**src/rtl/pipe_pkg.sv**
```systemverilog
// -----------------------------------------------------------------------------
// pipe_pkg
//
// Shared definitions for the inter-stage pipeline registers of the five-stage
// CPU:
//   - bit positions of the control flags carried alongside each instruction
//   - default payload widths used by every pipeline register instance
//   - a packed struct describing one slice payload at the default widths
//   - a saturating increment helper for 32-bit performance counters
//
// No ports (package).
// -----------------------------------------------------------------------------
package pipe_pkg;

    // Control flag bit positions inside the ctrl vector.
    localparam int unsigned CTRL_REGWRITE = 0;
    localparam int unsigned CTRL_MEMTOREG = 1;
    localparam int unsigned CTRL_MEMREAD  = 2;
    localparam int unsigned CTRL_MEMWRITE = 3;

    // Default widths and depth limits for a pipeline register instance.
    localparam int unsigned DEF_DATA_W = 32;
    localparam int unsigned DEF_ADDR_W = 5;
    localparam int unsigned DEF_CTRL_W = 4;
    localparam int unsigned DEF_DEPTH  = 1;
    localparam int unsigned MAX_DEPTH  = 4;

    // Saturation value of the performance counters.
    localparam logic [31:0] CNT_MAX = 32'hFFFF_FFFF;

    // One slice payload at the default widths.
    typedef struct packed {
        logic                  valid;
        logic [DEF_CTRL_W-1:0] ctrl;
        logic [DEF_DATA_W-1:0] data0;
        logic [DEF_DATA_W-1:0] data1;
        logic [DEF_ADDR_W-1:0] waddr;
    } pipeSlice_t;

    // Increment cnt by one when inc is set, sticking at CNT_MAX.
    function automatic logic [31:0] satInc(input logic [31:0] cnt, input logic inc);
        return (inc && (cnt != CNT_MAX)) ? cnt + 32'd1 : cnt;
    endfunction

endpackage

```
**src/rtl/pipe_stage_slice.sv**
```systemverilog
// -----------------------------------------------------------------------------
// pipe_stage_slice
//
// One register slice of an inter-stage pipeline register. Each rising clock
// edge applies, in priority order:
//   rst_i   : clear every field
//   flush_i : clear valid and ctrl, keep data0/data1/waddr
//   stall_i : hold every field
//   else    : load the upstream fields
// A loaded bubble (valid_i = 0) always stores ctrl = 0, so a bubble can never
// assert a write enable further down the pipe.
//
// Ports:
//   clk_i      in   1       clock, rising edge
//   rst_i      in   1       synchronous active-high reset
//   stall_i    in   1       hold this slice
//   flush_i    in   1       turn this slice into a bubble
//   valid_i    in   1       upstream valid
//   ctrl_i     in   CTRL_W  upstream control flags
//   data0_i    in   DATA_W  upstream data word 0
//   data1_i    in   DATA_W  upstream data word 1
//   waddr_i    in   ADDR_W  upstream register write address
//   valid_o    out  1       registered valid
//   ctrl_o     out  CTRL_W  registered control flags
//   data0_o    out  DATA_W  registered data word 0
//   data1_o    out  DATA_W  registered data word 1
//   waddr_o    out  ADDR_W  registered write address
// -----------------------------------------------------------------------------
module pipe_stage_slice
    import pipe_pkg::*;
#(
    parameter int unsigned DATA_W = DEF_DATA_W,
    parameter int unsigned ADDR_W = DEF_ADDR_W,
    parameter int unsigned CTRL_W = DEF_CTRL_W
) (
    input  logic              clk_i,
    input  logic              rst_i,
    input  logic              stall_i,
    input  logic              flush_i,
    input  logic              valid_i,
    input  logic [CTRL_W-1:0] ctrl_i,
    input  logic [DATA_W-1:0] data0_i,
    input  logic [DATA_W-1:0] data1_i,
    input  logic [ADDR_W-1:0] waddr_i,
    output logic              valid_o,
    output logic [CTRL_W-1:0] ctrl_o,
    output logic [DATA_W-1:0] data0_o,
    output logic [DATA_W-1:0] data1_o,
    output logic [ADDR_W-1:0] waddr_o
);

    // Payload at this instance's widths.
    typedef struct packed {
        logic              valid;
        logic [CTRL_W-1:0] ctrl;
        logic [DATA_W-1:0] data0;
        logic [DATA_W-1:0] data1;
        logic [ADDR_W-1:0] waddr;
    } payload_t;

    payload_t sliceQ;
    payload_t sliceD;

    always_comb begin
        sliceD = sliceQ;
        if (flush_i) begin
            // Bubble insertion: data and waddr are left as they were.
            sliceD.valid = 1'b0;
            sliceD.ctrl  = '0;
        end else if (!stall_i) begin
            sliceD.valid = valid_i;
            // Control kill: a bubble never carries live control flags.
            sliceD.ctrl  = valid_i ? ctrl_i : '0;
            // Data and address load even for bubbles.
            sliceD.data0 = data0_i;
            sliceD.data1 = data1_i;
            sliceD.waddr = waddr_i;
        end
    end

    always_ff @(posedge clk_i) begin
        if (rst_i) begin
            sliceQ <= '0;
        end else begin
            sliceQ <= sliceD;
        end
    end

    assign valid_o = sliceQ.valid;
    assign ctrl_o  = sliceQ.ctrl;
    assign data0_o = sliceQ.data0;
    assign data1_o = sliceQ.data1;
    assign waddr_o = sliceQ.waddr;

endmodule

```
**src/rtl/pipe_stage_reg.sv**
```systemverilog
// -----------------------------------------------------------------------------
// pipe_stage_reg
//
// Parametrised inter-stage pipeline register (ID/EX, EX/MEM, MEM/WB). Carries a
// valid bit, a control-flag vector, two data words and a register write
// address through DEPTH (1..4) chained slices. All slices share the same
// per-cycle priority rst_i > flush_i > stall_i > advance. Outputs come straight
// from the last slice's flops; there is no combinational input-to-output path.
//
// Optional feature macro: PIPE_STAGE_PERF_EN
//   defined   : stall_cnt_o counts cycles with stall_i=1, flush_i=0 and the
//               last slice valid; flush_cnt_o counts cycles with flush_i=1 and
//               any slice valid. Both saturate at 32'hFFFF_FFFF and clear on
//               rst_i.
//   undefined : both counter outputs are tied to 0 and no counter flops exist.
//
// Ports:
//   clk_i        in   1       clock, rising edge
//   rst_i        in   1       synchronous active-high reset
//   stall_i      in   1       hold all slices
//   flush_i      in   1       turn all slices into bubbles (beats stall_i)
//   valid_i      in   1       upstream instruction valid
//   ctrl_i       in   CTRL_W  upstream control flags
//   data0_i      in   DATA_W  upstream data word 0
//   data1_i      in   DATA_W  upstream data word 1
//   waddr_i      in   ADDR_W  upstream register write address
//   valid_o      out  1       last-slice valid
//   ctrl_o       out  CTRL_W  last-slice control flags
//   data0_o      out  DATA_W  last-slice data word 0
//   data1_o      out  DATA_W  last-slice data word 1
//   waddr_o      out  ADDR_W  last-slice write address
//   stall_cnt_o  out  32      stall performance counter
//   flush_cnt_o  out  32      flush performance counter
// -----------------------------------------------------------------------------
module pipe_stage_reg
    import pipe_pkg::*;
#(
    parameter int unsigned DATA_W = DEF_DATA_W,
    parameter int unsigned ADDR_W = DEF_ADDR_W,
    parameter int unsigned CTRL_W = DEF_CTRL_W,
    parameter int unsigned DEPTH  = DEF_DEPTH    // legal range 1..MAX_DEPTH
) (
    input  logic              clk_i,
    input  logic              rst_i,
    input  logic              stall_i,
    input  logic              flush_i,
    input  logic              valid_i,
    input  logic [CTRL_W-1:0] ctrl_i,
    input  logic [DATA_W-1:0] data0_i,
    input  logic [DATA_W-1:0] data1_i,
    input  logic [ADDR_W-1:0] waddr_i,
    output logic              valid_o,
    output logic [CTRL_W-1:0] ctrl_o,
    output logic [DATA_W-1:0] data0_o,
    output logic [DATA_W-1:0] data1_o,
    output logic [ADDR_W-1:0] waddr_o,
    output logic [31:0]       stall_cnt_o,
    output logic [31:0]       flush_cnt_o
);

    // Chain element 0 is the upstream input, element k+1 is slice k's output.
    logic              validC [DEPTH+1];
    logic [CTRL_W-1:0] ctrlC  [DEPTH+1];
    logic [DATA_W-1:0] data0C [DEPTH+1];
    logic [DATA_W-1:0] data1C [DEPTH+1];
    logic [ADDR_W-1:0] waddrC [DEPTH+1];

    assign validC[0] = valid_i;
    assign ctrlC[0]  = ctrl_i;
    assign data0C[0] = data0_i;
    assign data1C[0] = data1_i;
    assign waddrC[0] = waddr_i;

    for (genvar k = 0; k < DEPTH; k++) begin : gSlice
        pipe_stage_slice #(
            .DATA_W (DATA_W),
            .ADDR_W (ADDR_W),
            .CTRL_W (CTRL_W)
        ) uSlice (
            .clk_i   (clk_i),
            .rst_i   (rst_i),
            .stall_i (stall_i),
            .flush_i (flush_i),
            .valid_i (validC[k]),
            .ctrl_i  (ctrlC[k]),
            .data0_i (data0C[k]),
            .data1_i (data1C[k]),
            .waddr_i (waddrC[k]),
            .valid_o (validC[k+1]),
            .ctrl_o  (ctrlC[k+1]),
            .data0_o (data0C[k+1]),
            .data1_o (data1C[k+1]),
            .waddr_o (waddrC[k+1])
        );
    end

    assign valid_o = validC[DEPTH];
    assign ctrl_o  = ctrlC[DEPTH];
    assign data0_o = data0C[DEPTH];
    assign data1_o = data1C[DEPTH];
    assign waddr_o = waddrC[DEPTH];

`ifdef PIPE_STAGE_PERF_EN
    logic [DEPTH-1:0] sliceValid;
    logic             anyValid;
    logic             stallInc;
    logic             flushInc;
    logic [31:0]      stallCntQ;
    logic [31:0]      stallCntD;
    logic [31:0]      flushCntQ;
    logic [31:0]      flushCntD;

    for (genvar k = 0; k < DEPTH; k++) begin : gSliceValid
        assign sliceValid[k] = validC[k+1];
    end

    assign anyValid = |sliceValid;

    // A stall only costs a cycle when there is a real instruction at the end.
    assign stallInc = stall_i && !flush_i && validC[DEPTH];
    // A flush is only interesting when it actually squashes something.
    assign flushInc = flush_i && anyValid;

    always_comb begin
        stallCntD = satInc(stallCntQ, stallInc);
        flushCntD = satInc(flushCntQ, flushInc);
    end

    always_ff @(posedge clk_i) begin
        if (rst_i) begin
            stallCntQ <= '0;
            flushCntQ <= '0;
        end else begin
            stallCntQ <= stallCntD;
            flushCntQ <= flushCntD;
        end
    end

    assign stall_cnt_o = stallCntQ;
    assign flush_cnt_o = flushCntQ;
`else
    assign stall_cnt_o = '0;
    assign flush_cnt_o = '0;
`endif

endmodule

```
**config.mk**
```make
export PLATFORM = sky130hd
export DESIGN_NAME = pipe_stage_reg
export DESIGN_NICKNAME = d
export VERILOG_FILES = /design/src/rtl/pipe_pkg.sv /design/src/rtl/pipe_stage_slice.sv /design/src/rtl/pipe_stage_reg.sv
export SDC_FILE = /design/constraint.sdc
export NUM_CORES = 1
export LEC_CHECK = 0
export ABC_AREA = 0
export BUFFER_PORTS_ARGS = -buffer_cell sky130_fd_sc_hd__buf_2
export CAP_MARGIN = 0
export CORE_AREA = 2 2 96 98
export DETAILED_ROUTE_END_ITERATION = 7
export DIE_AREA = 0 0 98 100
export PLACE_DENSITY_LB_ADDON = 0.1
export SLEW_MARGIN = 20
export SYNTH_ARGS = -nofsm -noshare
export SYNTH_HDL_FRONTEND = slang
export SYNTH_HIERARCHICAL = 1
export SYNTH_SLANG_ARGS = --single-unit
```
**constraint.sdc**
```tcl
create_clock -name clk_i -period 2.5 [get_ports clk_i]
set_input_delay 0.125 -clock clk_i [delete_from_list [all_inputs] [get_ports clk_i]]
set_output_delay 0.125 -clock clk_i [all_outputs]
set_load 0.03 [all_outputs]
```
Word-level counts from Yosys, hierarchy flattened
Index checks and enable logic that the tools add are counted.

storage, ports and cells
  bits in registers = 74
  output and inout port bits = 138
  bits of input ports = 78

cells by class
  mux-type cells = 1
  bitwise operators = 2
  reductions and logical operators = 2

operator list
  kind                 count
  4-bit two-way mux    1
  1-bit NOT            2
  2-bit AND reduction  1
  2-bit OR reduction   1

Depth between registers and ports, before layout
Gate-level depths: netlist (run 1).

  word-level depth = 2
  depth in mapped cells = 4

By module
Netlist (run 1), hierarchy kept.

by module, submodules not included
  module            instances  cells each  seq. area each (um^2)  area each (um^2)
  pipe_stage_slice  1          335         1,481.4                3,111.7
  pipe_stage_reg    1          65          0.0                    484.2

Worst setup path before layout (run 1)
OpenSTA, ideal clock, no wires.

  path kind = input port to flip-flop
  start = in stall_i
  end = reg gSlice[0].uSlice.sliceQ, in the netlist gSlice[0].uSlice/data0_o[0]
  data arrival time = 0.827 ns
  setup slack = 1.603 ns
  setup time = 0.070 ns
  required time = 2.430 ns
  stages on the path = 4
  cell sequence = buf_6 > buf_6 > or3b_1 > a21oi_1

on the way
  cells in the longest elaborated chain, start to end = 2

RTL lines
  what                                  line                    source
  from (decl)                           pipe_stage_reg.sv:45    input logic stall_i,
  1-bit NOT (no source line)            -
  2-bit AND reduction (no source line)  -
  to (signal assigned)                  pipe_stage_slice.sv:85  sliceQ <= sliceD;
  to (decl)                             pipe_stage_slice.sv:61  payload_t sliceQ;

No other way between the ends.
A chain may end at the register's enable or synchronous reset.

Final worst setup path (run 1)
  start = in flush_i
  end = reg gSlice[0].uSlice.sliceQ, in the netlist gSlice[0].uSlice/data1_o[13]

on the way
  cells in the longest elaborated chain, start to end = 2

RTL lines
  what                                  line                  source
  from (decl)                           pipe_stage_reg.sv:46  input logic flush_i,
  1-bit NOT (no source line)            -
  2-bit AND reduction (no source line)  -

No other way between the ends.

==> impl_metrics.py, run 1 <==
metrics = {
    "outcome": {
        "status": "finished, final reports clean",
    },
    "timing": {
        "fin_skew_ps": 0,
        "finalSetupViolCount": 0,
        "timing.fmax_mhz": 996.5,
        "slew_viol_final": 0,
        "hold_viol": 0,
        "slew_headroom_pct": 57.06,
        "fin_tns_setup_ps": 0,
        "grt_setup_unrepaired": "false",
        "min_period_ps": 1004,
        "layout_worst_path_cycle_share_pct": 40.14,
        "tightestPinTransition_ps": 644.1,
    },
    "layout": {
        "mostFrequentLayoutCell": "buf_2",
        "area_delta_synth_final_pct": 18.58,
        "antenna_cells": 0,
        "final_cell_mix": "buf_2 (149), dfxtp_1 (74), a21oi_1 (73), or3b_1 (69), conb_1 (64)",
        "layout.nets": 604,
        "drive_above_1_share_pct": 32.02,
    },
    "global_route": {
        "use_met1_pct": 19.79,
        "busiest_layer": "met2",
        "grt_max_degree": 81,
        "grt_pass1_wl_um": 11860,
        "overflow": 0,
        "grt_antenna_before_repair": 0,
        "track_usage_pct": 14.80,
        "use_met3_pct": 5.710,
        "first_global_vias": 2481,
        "grtUsageMet2_pct": 21.18,
    },
    "synthesis": {
        "synth.avg_cell_area_um2": 8.990,
        "yosysTopAreaCell": "dfxtp_1",
        "synth_warnings": 6,
        "syn_area_mm2": 0.003596,
        "ys_seq_elements": 74,
        "synthTopCellsByArea": "dfxtp_1 (41%), or3b_1 (17%), buf_4 (13%)",
        "synth-compound-area-share_pct": 19.76,
        "seq_area_frac_synth_pct": 41.20,
        "post-synth-top-area-fraction_pct": 41.20,
        "netlist_instances": 400,
        "synth_top_family_by_area": "buffers and inverters",
        "synth_cell_types": 17,
        "synth_xor_area_share_pct": 0,
        "synthAdderAreaFrac_pct": 0,
        "yosys-mux-area-fraction_pct": 0.2784,
        "synth-simple-area-share_pct": 18.34,
    },
    "die": {
        "die_x_um": 98,
        "die_h_um": 100,
        "coreArea_mm2": 0.008890,
        "rows": 35,
        "dieArea_mm2": 0.009800,
        "start_util_pct": 40.45,
        "ioPinCount": 216,
    },
    "detailed_routing": {
        "drt-wirelength-per-cell_um": 12.01,
        "drtPass1Iterations": 4,
        "num_vias": 2979,
        "drc": 0,
        "wl_um": 7708,
        "routed_via_density": 4.640,
        "drt_iter0_drc": 70,
        "ant_nets": 0,
    },
    "flow_run": {
        "drv_cap": 0,
    },
    "setup_path": {
        "cp-end-kind": "flop",
        "crit_required_ps": 2770,
        "setup.worst_path.start_class": "input port",
        "arrival_ps": 1270,
        "crit_type": "in2reg",
        "critPathMaxFanout": 78,
    },
    "power": {
        "power.density_mw_per_mm2": 629.0,
        "power_w": 0.002682,
        "p_leak_nw": 1.980,
        "irDropWorstVdd_mv": 0.2127,
    },
    "cts": {
        "ctsHoldBuffers": 0,
        "insertion_delay_ps": 330,
        "post_cts_buffers": 0,
        "cts_root_buffer": "clkbuf_8",
        "cts_tree": "yes",
        "path_clk_slew_ps": 80,
        "cts_resized": 0,
        "cts_inserted_buffers": 9,
        "cts.path.max_buffers": 2,
        "clock_sinks": 74,
        "htree_levels": 3,
    },
    "min_path": {
        "hp-class": "in2reg",
    },
    "place": {
        "place_congestion": 0.6941,
        "io_buffers": 151,
        "dp.final_hpwl_um": 5117,
    },
}
-- worst max-delay path, stage by stage --
cell	delay, ps
buf_4	470
buf_12	310
o21ai_0	120
a21oi_1	160
-- synthesized netlist by cell type --
cell      count
nor2_1        1
clkbuf_2      1
or2_1         1
a21oi_1      73
clkbuf_1     14
conb_1        1
buf_1         2
o21ai_0      49
dfxtp_1      74
buf_4        64
or3b_1       69
buf_6        12
mux2i_1       1
buf_2        10
o21ai_1      20
nand2_1       4
nand3b_1      4
-- metal layers --
metal	wire, um	part of all wire (%)	up-vias
li1	-	-	1532
met1	3532	46	1326
met2	3312	43	112
met3	757	9.8	9
met4	105	1.4	0
met5	0	0	-
-- layout make-up --
| class | count | area (um^2) |
|---|---|---|
| Fill cell | 936 | 4626 |
| Clock inverter | 5 | 53.80 |
| Timing Repair Buffer | 155 | 828.3 |
| Clock buffer | 11 | 141.4 |
| Tap cell | 111 | 138.9 |
| Sequential cell | 74 | 1481 |
| Multi-Input combinational cell | 286 | 1620 |
-- flip-flops by register name (all words and copies together) (netlist names) --
signal and count:
gSlice.uSlice/valid_o 1, gSlice.uSlice/ctrl_o 4, gSlice.uSlice/data0_o 32, gSlice.uSlice/data1_o 32
gSlice.uSlice/waddr_o 5
-- worst paths after layout --
| path | slack, ps | to | from | cells past startpoint |
|---|---|---|---|---|
| worst min-delay path | 60 | gSlice[0].uSlice/ctrl_o[1]$_SDFFE_PP0N_ | ctrl_i[1] | 3 |
| worst max register to register | 1840 | gSlice[0].uSlice/data0_o[30]$_SDFFE_PP0P_ | gSlice[0].uSlice/data0_o[30]$_SDFFE_PP0P_ | 2 |
| worst min register to register | 450 | gSlice[0].uSlice/ctrl_o[0]$_SDFFE_PP0N_ | gSlice[0].uSlice/ctrl_o[0]$_SDFFE_PP0N_ | 2 |
| worst max-delay path | 1500 | gSlice[0].uSlice/data1_o[13]$_SDFFE_PP0P_ | flush_i | 4 |
-- per-stage QoR --
stage | std cells | util [%] | area (um^2) | hold WS [ps] | worst slack (ps)
3_5_place_dp | 626 | 45.77 | 4069 | 416.4 | 1163
4_1_cts | 642 | 47.97 | 4264 | 45.43 | 1465
5_1_grt | 642 | 47.97 | 4264 | 59.65 | 1413
2_1_floorplan | 463 | - | 3832 | 268.9 | 1603
3_3_place_gp | 626 | 45.77 | 4069 | 401.8 | 1197
6_report | 642 | 47.97 | 4264 | 63.01 | 1496
-- logic make-up (layout without fill, tap and decap cells) --
| kind of cell | Yosys count | after routing |
|---|---|---|
| other cells | 1 | 64 |
| simple gates | 79 | 79 |
| buf+inv | 103 | 171 |
| flops | 74 | 74 |
| compound gates | 142 | 142 |
| mux | 1 | 1 |
-- where the power goes --
group          total [W]  internal, W  switching [W]
combinational   0.000516     0.000145       0.000371
clock           0.000914     0.000485       0.000428
sequential       0.00125      0.00123      0.0000221
total            0.00268      0.00186       0.000821
Note: power is estimated with default switching activity, not from simulation.
==> run 2, diff against run 1 <==
--- a/config.mk
+++ b/config.mk
@@ -5,12 +5,12 @@
 export SDC_FILE = /design/constraint.sdc
 export NUM_CORES = 1
 export LEC_CHECK = 0
-export ABC_AREA = 0
+export ABC_AREA = 1
 export BUFFER_PORTS_ARGS = -buffer_cell sky130_fd_sc_hd__buf_2
 export CAP_MARGIN = 0
-export CORE_AREA = 2 2 96 98
+export CORE_AREA = 2 2 98 100
 export DETAILED_ROUTE_END_ITERATION = 7
-export DIE_AREA = 0 0 98 100
+export DIE_AREA = 0 0 100 102
 export PLACE_DENSITY_LB_ADDON = 0.1
 export SLEW_MARGIN = 20
 export SYNTH_ARGS = -nofsm -noshare
==> constraint.sdc (replaced) <==
create_clock -name clk_i -period 0.9 [get_ports clk_i]
set_input_delay 0.045 -clock clk_i [delete_from_list [all_inputs] [get_ports clk_i]]
set_output_delay 0.045 -clock clk_i [all_outputs]
set_load 0.03 [all_outputs]
==> impl_metrics.py, run 2 <==
metrics = {
    "outcome": {
        "status": "finished, final reports clean",
    },
    "setup_path": {
        "crit_required_ps": 850,
        "crit_chain": "buf_6",
        "cpLargestDelayFamily": "flip-flops",
        "critPathMaxFanout": 2,
        "cp.buffers_inverters": 1,
        "slowest_stage": "dfxtp_1",
        "setup.worst_path.start_class": "flop",
        "cp_slowest_stage_delay_ps": 350,
        "cp-end-kind": "output port",
        "crit_type": "reg2out",
        "arrival_ps": 820,
    },
    "place": {
        "io_buffers": 151,
        "dp.final_hpwl_um": 5654,
        "place_congestion": 0.8285,
    },
    "timing": {
        "timing.fmax_mhz": 1151,
        "finalSetupViolCount": 0,
        "grt_setup_unrepaired": "true",
        "slew_viol_final": 0,
        "min_period_ps": 868.8,
        "layout_worst_path_cycle_share_pct": 96.54,
        "hold_viol": 0,
        "fin_skew_ps": 0,
    },
    "die": {
        "dieArea_mm2": 0.01020,
        "rows": 35,
        "ioPinCount": 216,
        "die_h_um": 102,
        "die_x_um": 100,
        "coreArea_mm2": 0.009109,
        "start_util_pct": 38.57,
    },
    "power": {
        "seqPwrFrac_pct": 40.4,
        "irDropWorstVdd_mv": 0.7674,
        "p_int_w": 0.006415,
        "clkPwrFrac_pct": 35.2,
        "power.density_mw_per_mm2": 1659,
        "power_w": 0.009083,
        "swShare_pct": 29.37,
        "switchingPower_w": 0.002667,
        "pwr-share-comb_pct": 24.5,
        "p_leak_nw": 2.971,
    },
    "cts": {
        "insertion_delay_ps": 320,
        "htree_levels": 3,
        "cts_inserted_buffers": 9,
        "post_cts_buffers": 0,
        "cts_tree": "yes",
        "path_clk_slew_ps": 70,
        "cts_root_buffer": "clkbuf_8",
        "clock_sinks": 74,
        "cts.path.max_buffers": 2,
    },
    "min_path": {
        "hp-class": "in2reg",
    },
    "global_route": {
        "track_usage_pct": 15.95,
        "grt_antenna_before_repair": 0,
        "grt_pass1_wl_um": 12970,
        "first_global_vias": 2935,
        "overflow": 0,
        "grt_max_degree": 54,
    },
    "synthesis": {
        "synth_warnings": 6,
        "yosysMostFrequentCell": "nand2_1",
        "synth_cell_types": 14,
        "ys_seq_elements": 74,
        "ys_top_cells_by_count": "nand2_1 (144), nor2_1 (138), dfxtp_1 (74)",
        "ys.flop_type": "dfxtp_1",
        "ys_async_sr_fraction_pct": 0,
        "synth_edf_count": 0,
        "netlist_instances": 525,
        "yosysTopAreaCell": "dfxtp_1",
        "syn_area_mm2": 0.003513,
        "post-synth-top-area-fraction_pct": 42.17,
        "synth.avg_cell_area_um2": 6.692,
        "seq_area_frac_synth_pct": 42.17,
        "synthTopCellsByArea": "dfxtp_1 (42%), nand2_1 (15%), buf_4 (15%)",
    },
    "detailed_routing": {
        "drc": 0,
        "ant_nets": 0,
        "drt_iter0_drc": 79,
        "drt-wirelength-per-cell_um": 10.25,
        "routed_via_density": 3.998,
        "wl_um": 8640,
        "num_vias": 3370,
        "drtPass1Iterations": 4,
    },
    "layout": {
        "multi_input_area_mm2": 0.001361,
        "mostFrequentLayoutCell": "nand2_1",
        "area_delta_synth_final_pct": 55.80,
        "regArea_mm2": 0.001563,
        "antenna_cells": 0,
        "drive_above_1_share_pct": 33.33,
        "fillCellCount": 841,
        "utilization_pct": 60.10,
        "final_cell_mix": "nand2_1 (144), nor2_1 (138), buf_2 (77), buf_6 (72), inv_1 (70)",
        "layout.nets": 805,
    },
    "flow_run": {
        "drv_cap": 0,
    },
}
[run 2: metal layers]
| layer | track usage (%) | part of all wire [%] |
|---|---|---|
| met4 | 6.112 | 1.7 |
| met3 | 3.967 | 7.6 |
| met1 | 18.35 | 42 |
| met2 | 28.69 | 49 |
| met5 | 0 | 0 |
[run 2: area by class of cell]
cell class	instances	share of cell area, %
Timing Repair Buffer	214	34.56
Sequential cell	74	28.55
Clock inverter	4	1.783
Tap cell	111	2.537
Inverter	71	4.869
Clock buffer	12	2.834
Multi-Input combinational cell	357	24.87
[run 2: per-stage QoR]
| stage | hold WS (ps) | cell area (um^2) | setup TNS [ps] | setup slack (ps) | cells |
|---|---|---|---|---|---|
| after CTS | 0.8362 | 5285 | 0 | -0.0007772 | 843 |
| after detailed placement | 329.4 | 4154 | -290.8 | -30.79 | 774 |
| after global routing | 4.664 | 5474 | -9.484 | -6.527 | 843 |
| final | 10.86 | 5474 | 0 | 31.17 | 843 |
| after global placement | 328.1 | 4154 | 0 | 4.936 | 774 |
| after floorplan | 184.2 | 3750 | 0 | 145.1 | 588 |
[run 2: power groups by stage]
stage	logic (W)	clock network (W)	registers, W
after floorplan	0.00110	0	0.00407
after global placement	0.00179	0	0.00365
after detailed placement	0.00180	0	0.00366
after CTS	0.00215	0.00331	0.00362
after global routing	0.00241	0.00344	0.00369
final	0.00222	0.00319	0.00367
[run 2: logic make-up (layout without fill, tap and decap cells)]
group                  count (synthesis)  after routing  share of synthesized area, %
DFF                                   74             74                         42.17
buffers and inverters                157            301                         25.96
and+or+nand+nor                      288            288                         31.05
other                                  1             64                        0.1067
AOI/OAI and AO/OA                      5              5                        0.7121
[run 2: path summary, 6_finish.rpt]
kind / startpoint / end / slack (ps) / cells after the start
max: gSlice[0].uSlice/data0_o[25]$_SDFFE_PP0P_ / data0_o[25] / 30 / 1
max reg2reg: gSlice[0].uSlice/data0_o[16]$_SDFFE_PP0P_ / gSlice[0].uSlice/data0_o[16]$_SDFFE_PP0P_ / 270 / 2
min: waddr_i[0] / gSlice[0].uSlice/waddr_o[0]$_SDFFE_PP0P_ / 10 / 5
min reg2reg: gSlice[0].uSlice/ctrl_o[0]$_SDFFE_PP0N_ / gSlice[0].uSlice/ctrl_o[0]$_SDFFE_PP0N_ / 470 / 2
[run 2: repair_timing]
action | in CTS | in global routing
endpoints found under the hold margin | 53 | 0
hold buffers | 53 | 0
endpoints found under the setup margin | 74 | 58
resized for setup | 128 | 83
